$ cat config.mk
export PLATFORM = sky130hd
export DESIGN_NAME = sample_framer
export DESIGN_NICKNAME = d
export VERILOG_FILES = /design/src/rtl/sample_framer.sv
export SDC_FILE = /design/constraint.sdc
export NUM_CORES = 1
export LEC_CHECK = 0
export CAP_MARGIN = 20
export CELL_PAD_IN_SITES_DETAIL_PLACEMENT = 1
export CELL_PAD_IN_SITES_GLOBAL_PLACEMENT = 2
export CORE_MARGIN = 2
export CORE_UTILIZATION = 38
export DETAILED_ROUTE_END_ITERATION = 12
export HOLD_SLACK_MARGIN = 0.02
export PLACE_DENSITY = 0.72
export SLEW_MARGIN = 20
export SYNTH_ARGS = -nofsm -noshare
export SYNTH_HDL_FRONTEND = slang
export SYNTH_SLANG_ARGS = --single-unit
$ cat constraint.sdc
create_clock -name clk -period 3 [get_ports clk]
set_input_delay 0.45 -clock clk [delete_from_list [all_inputs] [get_ports clk]]
set_output_delay 0.45 -clock clk [all_outputs]
set_load 0.01 [all_outputs]
$ cat src/rtl/sample_framer.sv
// Frames a stream of ADC samples into RUNS frames of 2**FFT_DEPTH words through a
// small first-word-fall-through FIFO with sop/eop/run tagging for the FFT input.
module sample_framer #(
    parameter int SINK_WIDTH = 14,
    parameter int FFT_DEPTH  = 11,
    parameter int RUNS       = 3,
    parameter int FIFO_DEPTH = 4,
    localparam int RUN_W     = (RUNS > 1) ? $clog2(RUNS) : 1
) (
    input  logic                  clk,
    input  logic                  reset_n,
    input  logic                  start,
    input  logic                  sink_valid,
    input  logic [SINK_WIDTH-1:0] sink,
    input  logic                  source_ready,
    output logic                  source_valid,
    output logic [SINK_WIDTH-1:0] source_data,
    output logic                  source_sop,
    output logic                  source_eop,
    output logic [RUN_W-1:0]      source_run,
    output logic                  busy,
    output logic                  done,
    output logic                  overflow
);

    localparam int TOTAL = RUNS * (2 ** FFT_DEPTH);
    localparam int CAP_W = $clog2(TOTAL + 1);
    localparam int DEPTH = 2 ** FIFO_DEPTH;

    typedef enum logic [1:0] {
        ST_IDLE    = 2'd0,
        ST_CAPTURE = 2'd1,
        ST_FLUSH   = 2'd2
    } state_t;

    state_t                r_state;
    state_t                w_state_nxt;
    logic [SINK_WIDTH-1:0] r_mem [DEPTH];
    logic [FIFO_DEPTH:0]   r_wptr;
    logic [FIFO_DEPTH:0]   r_rptr;
    logic [CAP_W-1:0]      r_cap_cnt;
    logic [FFT_DEPTH-1:0]  r_out_cnt;
    logic [RUN_W-1:0]      r_run;
    logic                  r_final;
    logic                  r_overflow;

    logic w_empty;
    logic w_full;
    logic w_pop;
    logic w_push;
    logic w_drop;
    logic w_cap_done;
    logic w_start;
    logic w_last_eop;
    logic w_done;

    assign w_empty    = (r_wptr == r_rptr);
    assign w_full     = (r_wptr[FIFO_DEPTH] != r_rptr[FIFO_DEPTH]) &&
                        (r_wptr[FIFO_DEPTH-1:0] == r_rptr[FIFO_DEPTH-1:0]);
    assign w_pop      = !w_empty && source_ready;
    assign w_cap_done = (r_cap_cnt == CAP_W'(TOTAL));
    // A pop in the same cycle frees the slot being overwritten, so full+pop still accepts.
    assign w_push     = (r_state == ST_CAPTURE) && sink_valid && !w_cap_done && (!w_full || w_pop);
    assign w_drop     = (r_state == ST_CAPTURE) && sink_valid && !w_cap_done && w_full && !w_pop;
    assign w_start    = (r_state == ST_IDLE) && start;
    assign w_last_eop = w_pop && source_eop && (r_run == RUN_W'(RUNS - 1));

    assign source_valid = !w_empty;
    assign source_data  = w_empty ? '0 : r_mem[r_rptr[FIFO_DEPTH-1:0]];
    assign source_sop   = !w_empty && (r_out_cnt == '0);
    assign source_eop   = !w_empty && (r_out_cnt == '1);
    assign source_run   = r_run;
    assign busy         = (r_state != ST_IDLE);
    assign done         = w_done;
    assign overflow     = r_overflow;

    // State register
    always_ff @(posedge clk or negedge reset_n) begin
        if (!reset_n) begin
            r_state <= ST_IDLE;
        end else begin
            r_state <= w_state_nxt;
        end
    end

    // Next-state decode and the one-cycle done pulse on leaving FLUSH
    always_comb begin
        w_state_nxt = r_state;
        w_done      = 1'b0;
        case (r_state)
            ST_IDLE: begin
                if (start) w_state_nxt = ST_CAPTURE;
                else       w_state_nxt = ST_IDLE;
            end
            ST_CAPTURE: begin
                if (w_cap_done) w_state_nxt = ST_FLUSH;
                else            w_state_nxt = ST_CAPTURE;
            end
            ST_FLUSH: begin
                if (r_final && w_empty) begin
                    w_state_nxt = ST_IDLE;
                    w_done      = 1'b1;
                end else begin
                    w_state_nxt = ST_FLUSH;
                end
            end
            default: w_state_nxt = ST_IDLE;
        endcase
    end

    // Sample storage; contents are don't-care while the pointers say empty
    always_ff @(posedge clk) begin
        if (w_push) r_mem[r_wptr[FIFO_DEPTH-1:0]] <= sink;
    end

    // FIFO pointers
    always_ff @(posedge clk or negedge reset_n) begin
        if (!reset_n) begin
            r_wptr <= '0;
            r_rptr <= '0;
        end else begin
            if (w_push) r_wptr <= r_wptr + 1'b1;
            if (w_pop)  r_rptr <= r_rptr + 1'b1;
        end
    end

    // Capture/output counters, run index, final-eop flag and sticky overflow
    always_ff @(posedge clk or negedge reset_n) begin
        if (!reset_n) begin
            r_cap_cnt  <= '0;
            r_out_cnt  <= '0;
            r_run      <= '0;
            r_final    <= 1'b0;
            r_overflow <= 1'b0;
        end else if (w_start) begin
            r_cap_cnt  <= '0;
            r_out_cnt  <= '0;
            r_run      <= '0;
            r_final    <= 1'b0;
            r_overflow <= 1'b0;
        end else begin
            if (w_push) r_cap_cnt <= r_cap_cnt + 1'b1;
            if (w_pop)  r_out_cnt <= r_out_cnt + 1'b1;
            if (w_pop && source_eop && (r_run != RUN_W'(RUNS - 1))) r_run <= r_run + 1'b1;
            if (w_last_eop) r_final <= 1'b1;
            if (w_drop) r_overflow <= 1'b1;
        end
    end

endmodule

# --- After elaboration in Yosys (flattened, before gate mapping) ---
# Memory sizes are Yosys's and may differ from the RTL's.
# Cells that the tools add are included.
# Widths: inputs -> output; s select.
op_classes:
  n_div: 0
  order_cmp: 0
  mux: 19
  eq_ne: 9
  bitwise: 0
  mul: 0
  n_reduce_logical: 27
  add_sub_neg: 5
  n_shift: 0
op_table:
  columns: ["cell", "n"]
  rows:
  - ["$mux 13", 2]
  - ["$mux 11", 2]
  - ["$logic_and 1x1->1", 14]
  - ["$mux 14", 1]
  - ["$add 13x1->13 const B", 1]
  - ["$eq 13x13->1 const B", 1]
  - ["$reduce_bool 2->1", 6]
  - ["$add 11x1->11 const B", 1]
  - ["$eq 11x11->1 const B", 1]
  - ["$logic_not 11->1", 1]
  - ["$add 5x1->5 const B", 2]
  - ["$mux 1", 9]
  - ["$mux 2", 4]
  - ["$pmux 2 s3", 1]
  - ["$eq 5x5->1", 1]
  - ["$eq 2x2->1 const B", 2]
  - ["$eq 4x4->1", 1]
  - ["$logic_not 1->1", 4]
  - ["$add 2x1->2 const B", 1]
  - ["$eq 2x1->1 const B", 1]
  - ["$logic_not 2->1", 1]
  - ["$ne 2x2->1 const B", 1]
  - ["$logic_or 1x1->1", 1]
  - ["$ne 1x1->1", 1]
totals:
  regBits: 40
  latchBits: 0
  out_inout_bits: 22
  memories: 1
  inputBits: 19
  mem_bits_ro: 0
  mem_bits_rw: 224
  word_cells: 69
memory_table:
  columns: ["memory", "depth", "word_bits", "rd", "rd_clocked_by_memory_dff", "wr", "line", "source"]
  rows:
  - ["r_mem", 16, 14, 1, 0, 1, "38", "logic [SINK_WIDTH-1:0] r_mem [DEPTH];"]

# --- Longest topological paths before layout ---
# Gate-level depths: netlist of run 1.
depth:
  depth_word: 7
  ltp_mapped: 9

# --- Least setup slack after synthesis of run 1 ---
# No wires, ideal clock.
synth_timing:
  path_kind: "register to register"
  from: "reg r_cap_cnt[0]"
  to: "mem r_mem[3][0], enable pin"
  setup_ns: 0.403
  path_stages_with_launch: 9
  required_time_ns: 2.597
  setup_slack_ns: 0.344
  path_buffers: 1
  t_arrival_ns: 2.253
  path_cell_list: "dfrtp_1 > inv_1 > ha_1 > nor4bb_1 > nand3_1 > o311a_1 > buf_6 > nand2_1 > nor3_1"
synth_via:
  elab_chain_cells: 6
synth_lines:
  columns: ["element", "line", "source"]
  rows:
  - ["start: declaration", "41", "logic [CAP_W-1:0] r_cap_cnt;"]
  - ["start signal: assignment", "142", "if (w_push) r_cap_cnt <= r_cap_cnt + 1'b1;"]
  - ["$eq 13x13->1", "61", "assign w_cap_done = (r_cap_cnt == CAP_W'(TOTAL));"]
  - ["$logic_not 1->1", "63", "assign w_push = (r_state == ST_CAPTURE) && sink_valid && !w_cap_done && (!w_full || w_pop);"]
  - ["$logic_and 1x1->1 (2 in a row)", "63", null]
  - ["$mux 1", "113", "if (w_push) r_mem[r_wptr[FIFO_DEPTH-1:0]] <= sink;"]
  - ["$mux 1 (not written as such)", "113", null]
  - ["end: declaration", "38", null]
# Every way passes these cells.

# --- Final worst setup path of run 1 ---
layout_timing:
  from: "reg r_rptr[0]"
  to: "out source_data[0]"
layout_via:
  elab_chain_cells: 2
  word_cells_on_any_way: 3
layout_lines:
  columns: ["element", "line", "source"]
  rows:
  - ["start: declaration", "40", "logic [FIFO_DEPTH:0] r_rptr;"]
  - ["start signal: assignment", "123", "if (w_pop) r_rptr <= r_rptr + 1'b1;"]
  - ["$mem_v2 16x14 or $eq 5x5->1 (tied branches)", null, null]
  - ["$mux 14 *", "69", "assign source_data = w_empty ? '0 : r_mem[r_rptr[FIFO_DEPTH-1:0]];"]
  - ["end: declaration", "17", "output logic [SINK_WIDTH-1:0] source_data,"]
# Mark *: on every way between the ends. The rest lies on a longest branch, timed or not.

==> results of run 1 <==
==> path summary, 6_finish.rpt <==
check,to,cells after the start
min,source_run[1],1
max in group asynchronous,r_rptr[0],1
min in group clk,overflow,2
max reg2reg,r_mem[3][1],8
max,source_data[0],7
min reg2reg,overflow,2
==> layer usage <==
metal | track usage, % | vias to the layer above | share of wire, %
met5 | 0 | - | 0.042
met3 | 2.792 | 33 | 4.6
met2 | 30.40 | 144 | 49
met4 | 4.567 | 2 | 1.6
li1 | - | 2561 | -
met1 | 24.68 | 3073 | 44
==> synth_stat cells (3+ instances only) <==
| master | n |
|---|---|
| nor4_1 | 3 |
| dfrtp_1 | 40 |
| or3_1 | 3 |
| mux4_2 | 56 |
| nand4_1 | 11 |
| xor2_1 | 5 |
| nor2b_1 | 4 |
| and4_1 | 3 |
| nand3_1 | 7 |
| mux2i_1 | 4 |
| nor2_1 | 22 |
| and2_1 | 7 |
| buf_6 | 6 |
| o211ai_1 | 3 |
| buf_2 | 10 |
| buf_4 | 3 |
| a211oi_1 | 4 |
| and3_1 | 18 |
| edfxtp_1 | 224 |
| inv_1 | 13 |
| nand2_1 | 22 |
| clkbuf_1 | 12 |
| xnor2_1 | 18 |
| ha_1 | 10 |
| a21oi_1 | 21 |
| o21ai_0 | 5 |
| a22oi_1 | 28 |
==> layout by cell type, fill, tap and decap left out, types with 4 or more instances in the layout <==
cell type	netlist	routed
mux4_2	56	56
buf_12	0	9
ha_1	10	10
a22oi_2	0	5
and3_1	18	18
nand3_1	7	7
mux2i_1	4	4
clkinv_2	0	4
nor2_1	22	21
a211oi_1	4	4
dlygate4sd2_1	0	10
inv_1	13	13
edfxtp_1	224	224
a21oi_1	21	19
clkinv_1	0	7
dfrtp_1	40	38
buf_4	3	43
nor2b_1	4	4
xnor2_1	18	17
clkbuf_16	0	27
and2_1	7	7
nand2_1	22	22
xor2_1	5	5
nand4_1	11	11
clkdlybuf4s50_1	0	22
o21ai_0	5	5
a22oi_1	28	23
==> what timing repair did <==
item	4_1_cts	5_1_grt
pin swaps	3	4
gates resized for setup	30	8
cloned	0	0
buffers inserted	13	0
endpoints found under the setup margin	16	9
==> layout make-up <==
| cell class | count | area, sq um | area share (%) |
|---|---|---|---|
| clock buffers | 29 | 683.2 | 5.271 |
| inverters | 13 | 48.80 | 0.3765 |
| repair buffers | 97 | 952.2 | 7.346 |
| flip-flops and latches | 264 | 7732 | 59.66 |
| multi-input cells | 283 | 2869 | 22.14 |
| well taps | 378 | 473.0 | 3.649 |
| clock inverters | 21 | 202.7 | 1.564 |
==> logic make-up after synthesis <==
| family | count (synthesis) |
|---|---|
| buffers and inverters | 45 |
| adders and majority gates | 10 |
| and+or+nand+nor | 109 |
| DFF | 264 |
| AOI/OAI and AO/OA | 78 |
| xor gates and xnor gates | 25 |
| muxes | 61 |
==> through the flow <==
step / worst slack, ns / instance area [sq um] / instances / hold slack [ns]
2_1_floorplan: 0.3443 / 10790 / 592 / 0.1544
3_3_place_gp: 0.2973 / 11920 / 1022 / 0.4981
3_5_place_dp: 0.2515 / 11920 / 1022 / 0.4976
4_1_cts: -0.09055 / 12940 / 1085 / 0.08333
5_1_grt: 0.001781 / 12960 / 1085 / 0.1241
6_report: 0.07437 / 12960 / 1085 / 0.05139
==> power by group <==
| group | switching [mW] | total (mW) | internal (mW) |
|---|---|---|---|
| sequential | 0.309 | 4.76 | 4.46 |
| combinational | 2.10 | 4.02 | 1.92 |
| clock | 1.44 | 3.36 | 1.92 |
==> registers in the layout, summed over array words and instances, names as in the netlist <==
register	count
r_mem	224
r_cap_cnt	13
r_out_cnt	11
r_rptr	5
r_wptr	5
r_state	2
source_run	2
overflow	1
r_final	1
==> impl_metrics.tcl, run 1 <==
set metrics [dict create \
    synthFlopType "edfxtp_1" \
    gp_congestion 0.7190 \
    synth_compound_area_share_pct 5.231 \
    wl_per_cell_um 24.01 \
    max_stage_delay_ns 0.51 \
    initial_utilization_pct 38.72 \
    worstPathMaxFanout 10 \
    clkLatencyLatePin_ns 0.55 \
    p_leak_nw 4.556 \
    io_pins 41 \
    dp_hpwl_mm 16.45 \
    cts_made_buffers 27 \
    grt_use_total_pct 18.06 \
    timing.critical_path.max_delay_family "buffers and inverters" \
    worstPathRequired_ns 2.55 \
    tritoncts "built" \
    worst-path-buf-inv 4 \
    synth_xor_area_share_pct 2.169 \
    vdd_drop_max_mv 0.4296 \
    cts.sinks 264 \
    syn_area_sq_um 10790 \
    yosysWarnings 0 \
    reg2reg_slack_ns 0.44 \
    crit_start "r_rptr[0]" \
    synthArstFlopShare_pct 15.15 \
    period_share_pct 97.52 \
    utilization_pct 46.53 \
    portBuffers 40 \
    synth.area.mux_share_pct 12.17 \
    wl_mm 26.05 \
    status "finished, final reports clean" \
    slew_headroom_pct 36.43 \
    drc_errors 0 \
    cts_hold_buf 0 \
    grt_max_degree 60 \
    power.total_mw 12.14 \
    fp.coreArea_sq_um 27860 \
    die_h_um 172.5 \
    hold_viol_final 0 \
    critPathSlowestCell "mux4_2" \
    synth_edf_count 224 \
    rsz0062_at_grt "no" \
    drive_above_1_share_pct 24.75 \
    ys_seq_area_share_pct 71.64 \
    first_iter_violations 479 \
    p_per_area_nw_per_um2 936.8 \
    n_fill_cell 2636 \
    h-tree-depth 1 \
    n_antenna_cell 0 \
    period_minus_slack_ns 2.926 \
    synth_seq_cells 264 \
    dr.pass1.iters 5 \
    vias_per_cell 5.358 \
    tns_ns 0 \
    vias 5813 \
    yosys.area.top_type "edfxtp_1" \
    fp-row-count 61 \
    ys_top_cells_by_area "edfxtp_1, mux4_2, dfrtp_1, a22oi_1, xnor2_1" \
    ctsRootBufferMaster "clkbuf_16" \
    worstMarginPinSlew_ns 0.9535 \
    ant_nets 0 \
    critPathKind "reg -> out" \
    die-area_sq_um 29750 \
    clk_pin_slew_ns 0.06 \
    netlist_instances 592 \
    setup_violations 0 \
    ys_types 54 \
    grt_pass1_wl_mm 39.37 \
    synthSimpleGateAreaFrac_pct 5.429 \
    crit_arrival_ns 2.48 \
    cp_cell_sequence "buf_6 > buf_12 > buf_4 > mux4_2 > a22oi_1 > a21oi_1 > dlygate4sd2_1" \
    synth-adder-area-share_pct 1.160 \
    yosys.area.top_type_share_pct 62.36 \
    dieWidth_um 172.5 \
    areaGrowthSynthToFinish_pct 20.16 \
    maxSlewViolCount 0 \
    synth_top_family_by_area "multiplexers" \
    grt.overflow.total 0 \
    critPathLaunchType "flop" \
    syn_area_per_cell_sq_um 18.22 \
    antenna_found_initial 1 \
    synth_nets 621 \
    r2r-start "r_rptr[0]" \
    fin_worst_skew_ns 0.01182 \
    cts.path.max_buffers 3 \
    min_path_type "in -> async" \
    clock.fmax_mhz 341.8 \
    end_kind "output port" \
    grt_pass1_vias 6375 \
    cap_violations 0 \
    nets 715 \
]
(Power assumes the default switching activity.)
==> run 2: changes to the inputs <==
--- a/config.mk
+++ b/config.mk
@@ -5,6 +5,7 @@
 export SDC_FILE = /design/constraint.sdc
 export NUM_CORES = 1
 export LEC_CHECK = 0
+export ABC_CLOCK_PERIOD_IN_PS = 3000
 export CAP_MARGIN = 20
 export CELL_PAD_IN_SITES_DETAIL_PLACEMENT = 1
 export CELL_PAD_IN_SITES_GLOBAL_PLACEMENT = 2
==> results of run 2 <==
Final layout, timing and power as in run 1 (identical DEF).
==> run 3: changes to the inputs <==
--- a/config.mk
+++ b/config.mk
@@ -9,7 +9,7 @@
 export CAP_MARGIN = 20
 export CELL_PAD_IN_SITES_DETAIL_PLACEMENT = 1
 export CELL_PAD_IN_SITES_GLOBAL_PLACEMENT = 2
-export CORE_MARGIN = 2
+export CORE_MARGIN = 5
 export CORE_UTILIZATION = 38
 export DETAILED_ROUTE_END_ITERATION = 12
 export HOLD_SLACK_MARGIN = 0.02
==> impl_metrics.tcl, run 3 (synthesized netlist as in run 1, its figures left out) <==
set metrics [dict create \
    hold_viol_final 0 \
    pwr-share-seq_pct 38.3 \
    pwr-share-comb_pct 31.9 \
    n_antenna_cell 0 \
    reg2reg_slack_ns 0.44 \
    portBuffers 40 \
    period_share_pct 97.88 \
    vdd_drop_max_mv 0.5535 \
    dp_hpwl_mm 15.25 \
    die_h_um 178.5 \
    crit_arrival_ns 2.49 \
    clk_pin_slew_ns 0.06 \
    n_fill_cell 2660 \
    wl_per_cell_um 24.00 \
    cts_made_buffers 27 \
    worstPathRequired_ns 2.55 \
    p_sw_mw 3.752 \
    instances_no_fill 1069 \
    p_leak_nw 4.508 \
    power.total_mw 12.46 \
    antenna_found_initial 2 \
    end_kind "output port" \
    cap_violations 0 \
    fp-row-count 61 \
    critPathKind "reg -> out" \
    stdcell_area_sq_um 12990 \
    setup_violations 0 \
    grt.overflow.total 0 \
    h-tree-depth 1 \
    grt_pass1_wl_mm 38.81 \
    final_common_cell "edfxtp_1" \
    vias_per_cell 5.437 \
    die-area_sq_um 31860 \
    areaGrowthSynthToFinish_pct 20.44 \
    place_area_sq_um 11870 \
    fp.coreArea_sq_um 27930 \
    vias 5812 \
    io_pins 41 \
    initial_utilization_pct 38.61 \
    hold_ws_ns 0.04583 \
    maxSlewViolCount 0 \
    drc_errors 0 \
    slew_headroom_pct 36.16 \
    period_minus_slack_ns 2.936 \
    grt_pass1_vias 6264 \
    ant_nets 0 \
    largest_reg_flops 224 \
    wl_mm 25.66 \
    grt_use_total_pct 16.45 \
    dp_cells 1012 \
    status "finished, final reports clean" \
    clock.fmax_mhz 340.6 \
    worstMarginPinSlew_ns 0.9576 \
    intPower_mw 8.712 \
    p_clk_share_pct 29.8 \
    critPathLaunchType "flop" \
    fin_worst_skew_ns 0.01437 \
    drive_above_1_share_pct 22.87 \
    min_path_type "in -> async" \
    gp_congestion 0.7340 \
    dr.pass1.iters 4 \
    cts.sinks 264 \
    mostFrequentLayoutCells "edfxtp_1, mux4_2, dfrtp_1" \
    p_per_area_nw_per_um2 959.4 \
    dieWidth_um 178.5 \
    first_iter_violations 409 \
    p_sw_share_pct 30.10 \
    clkLatencyLatePin_ns 0.54 \
    nets 699 \
    worstPathMaxFanout 6 \
    cts.path.max_buffers 3 \
    grt_max_degree 41 \
    tritoncts "built" \
    ctsRootBufferMaster "clkbuf_16" \
    cts_hold_buf 0 \
]
==> run 3: cell count changes in the layout (fill, tap and decap cells not counted), moves of 2 or more <==
cell             previous run  this run
dlygate4sd2_1              10        14
dlymetal6s2s_1              3         1
buf_6                       3         0
buf_12                      9        12
clkdlybuf4s15_1             3         1
buf_4                      43        26
clkinv_4                    2         0
clkbuf_1                    2         5
clkinv_1                    7         4
bufinv_16                   3         8
==> run 3: worst max-delay path, stage by stage, from the launching register on <==
cell and delay [ns]:
dfrtp_4 0.49, buf_12 0.15, bufbuf_16 0.27, mux4_2 0.44, a22oi_2 0.18, a21oi_2 0.10, dlygate4sd2_1 0.30
==> run 3: power by group through the flow <==
stage	Clock, mW	Combinational (mW)	Sequential (mW)
after floorplan	0	2.44	4.69
after detailed placement	0	3.91	4.89
after CTS	3.80	4.01	4.77
final	3.72	3.98	4.77
after global placement	0	3.85	4.86
after global routing	3.98	4.27	4.82
==> run 3: cell type report <==
| class | instances | area [sq um] | share of cell area [%] |
|---|---|---|---|
| Clock buffer | 32 | 694.4 | 5.345 |
| Clock inverter | 18 | 302.8 | 2.331 |
| Inverter | 13 | 48.80 | 0.3756 |
| Multi-Input combinational cell | 283 | 2869 | 22.08 |
| Sequential cell | 264 | 7732 | 59.52 |
| Tap cell | 378 | 473.0 | 3.641 |
| Timing Repair Buffer | 81 | 870.8 | 6.703 |
==> run 3: final timing paths <==
path / cells after the start / start / to
worst max-delay path: 6 / r_rptr[0] / source_data[7]
worst max register to register: 7 / r_rptr[0] / r_mem[15][0]
min in group clk: 2 / overflow / overflow
worst min register to register: 2 / overflow / overflow
worst min-delay path: 1 / reset_n / source_run[1]
max in group asynchronous: 1 / reset_n / r_rptr[0]
==> run 3: stage by stage <==
stage	setup slack, ns	util (%)	TNS, ns
final	0.06372	46.51	0
after detailed placement	0.2527	42.50	0
after floorplan	0.3443	-	0
after CTS	0.01692	46.41	0
after global placement	0.2540	42.50	0
after global routing	-0.01346	46.51	-0.01977
==> run 3: timing repair <==
| item | 4_1_cts | 5_1_grt |
|---|---|---|
| endpoints found under the hold margin | 0 | 0 |
| pin swaps | 1 | 2 |
| resized for setup | 22 | 6 |
| gates cloned | 1 | 0 |
| buffers inserted | 5 | 1 |
| endpoints found under the setup margin | 16 | 6 |
==> run 3: routing by layer <==
layer	global-route usage (%)	up-vias	share of wire, %
li1	-	2546	-
met1	22.81	3107	44
met2	27.37	130	50
met3	2.967	25	5.5
met5	0	-	0.11
met4	3.582	4	1.3
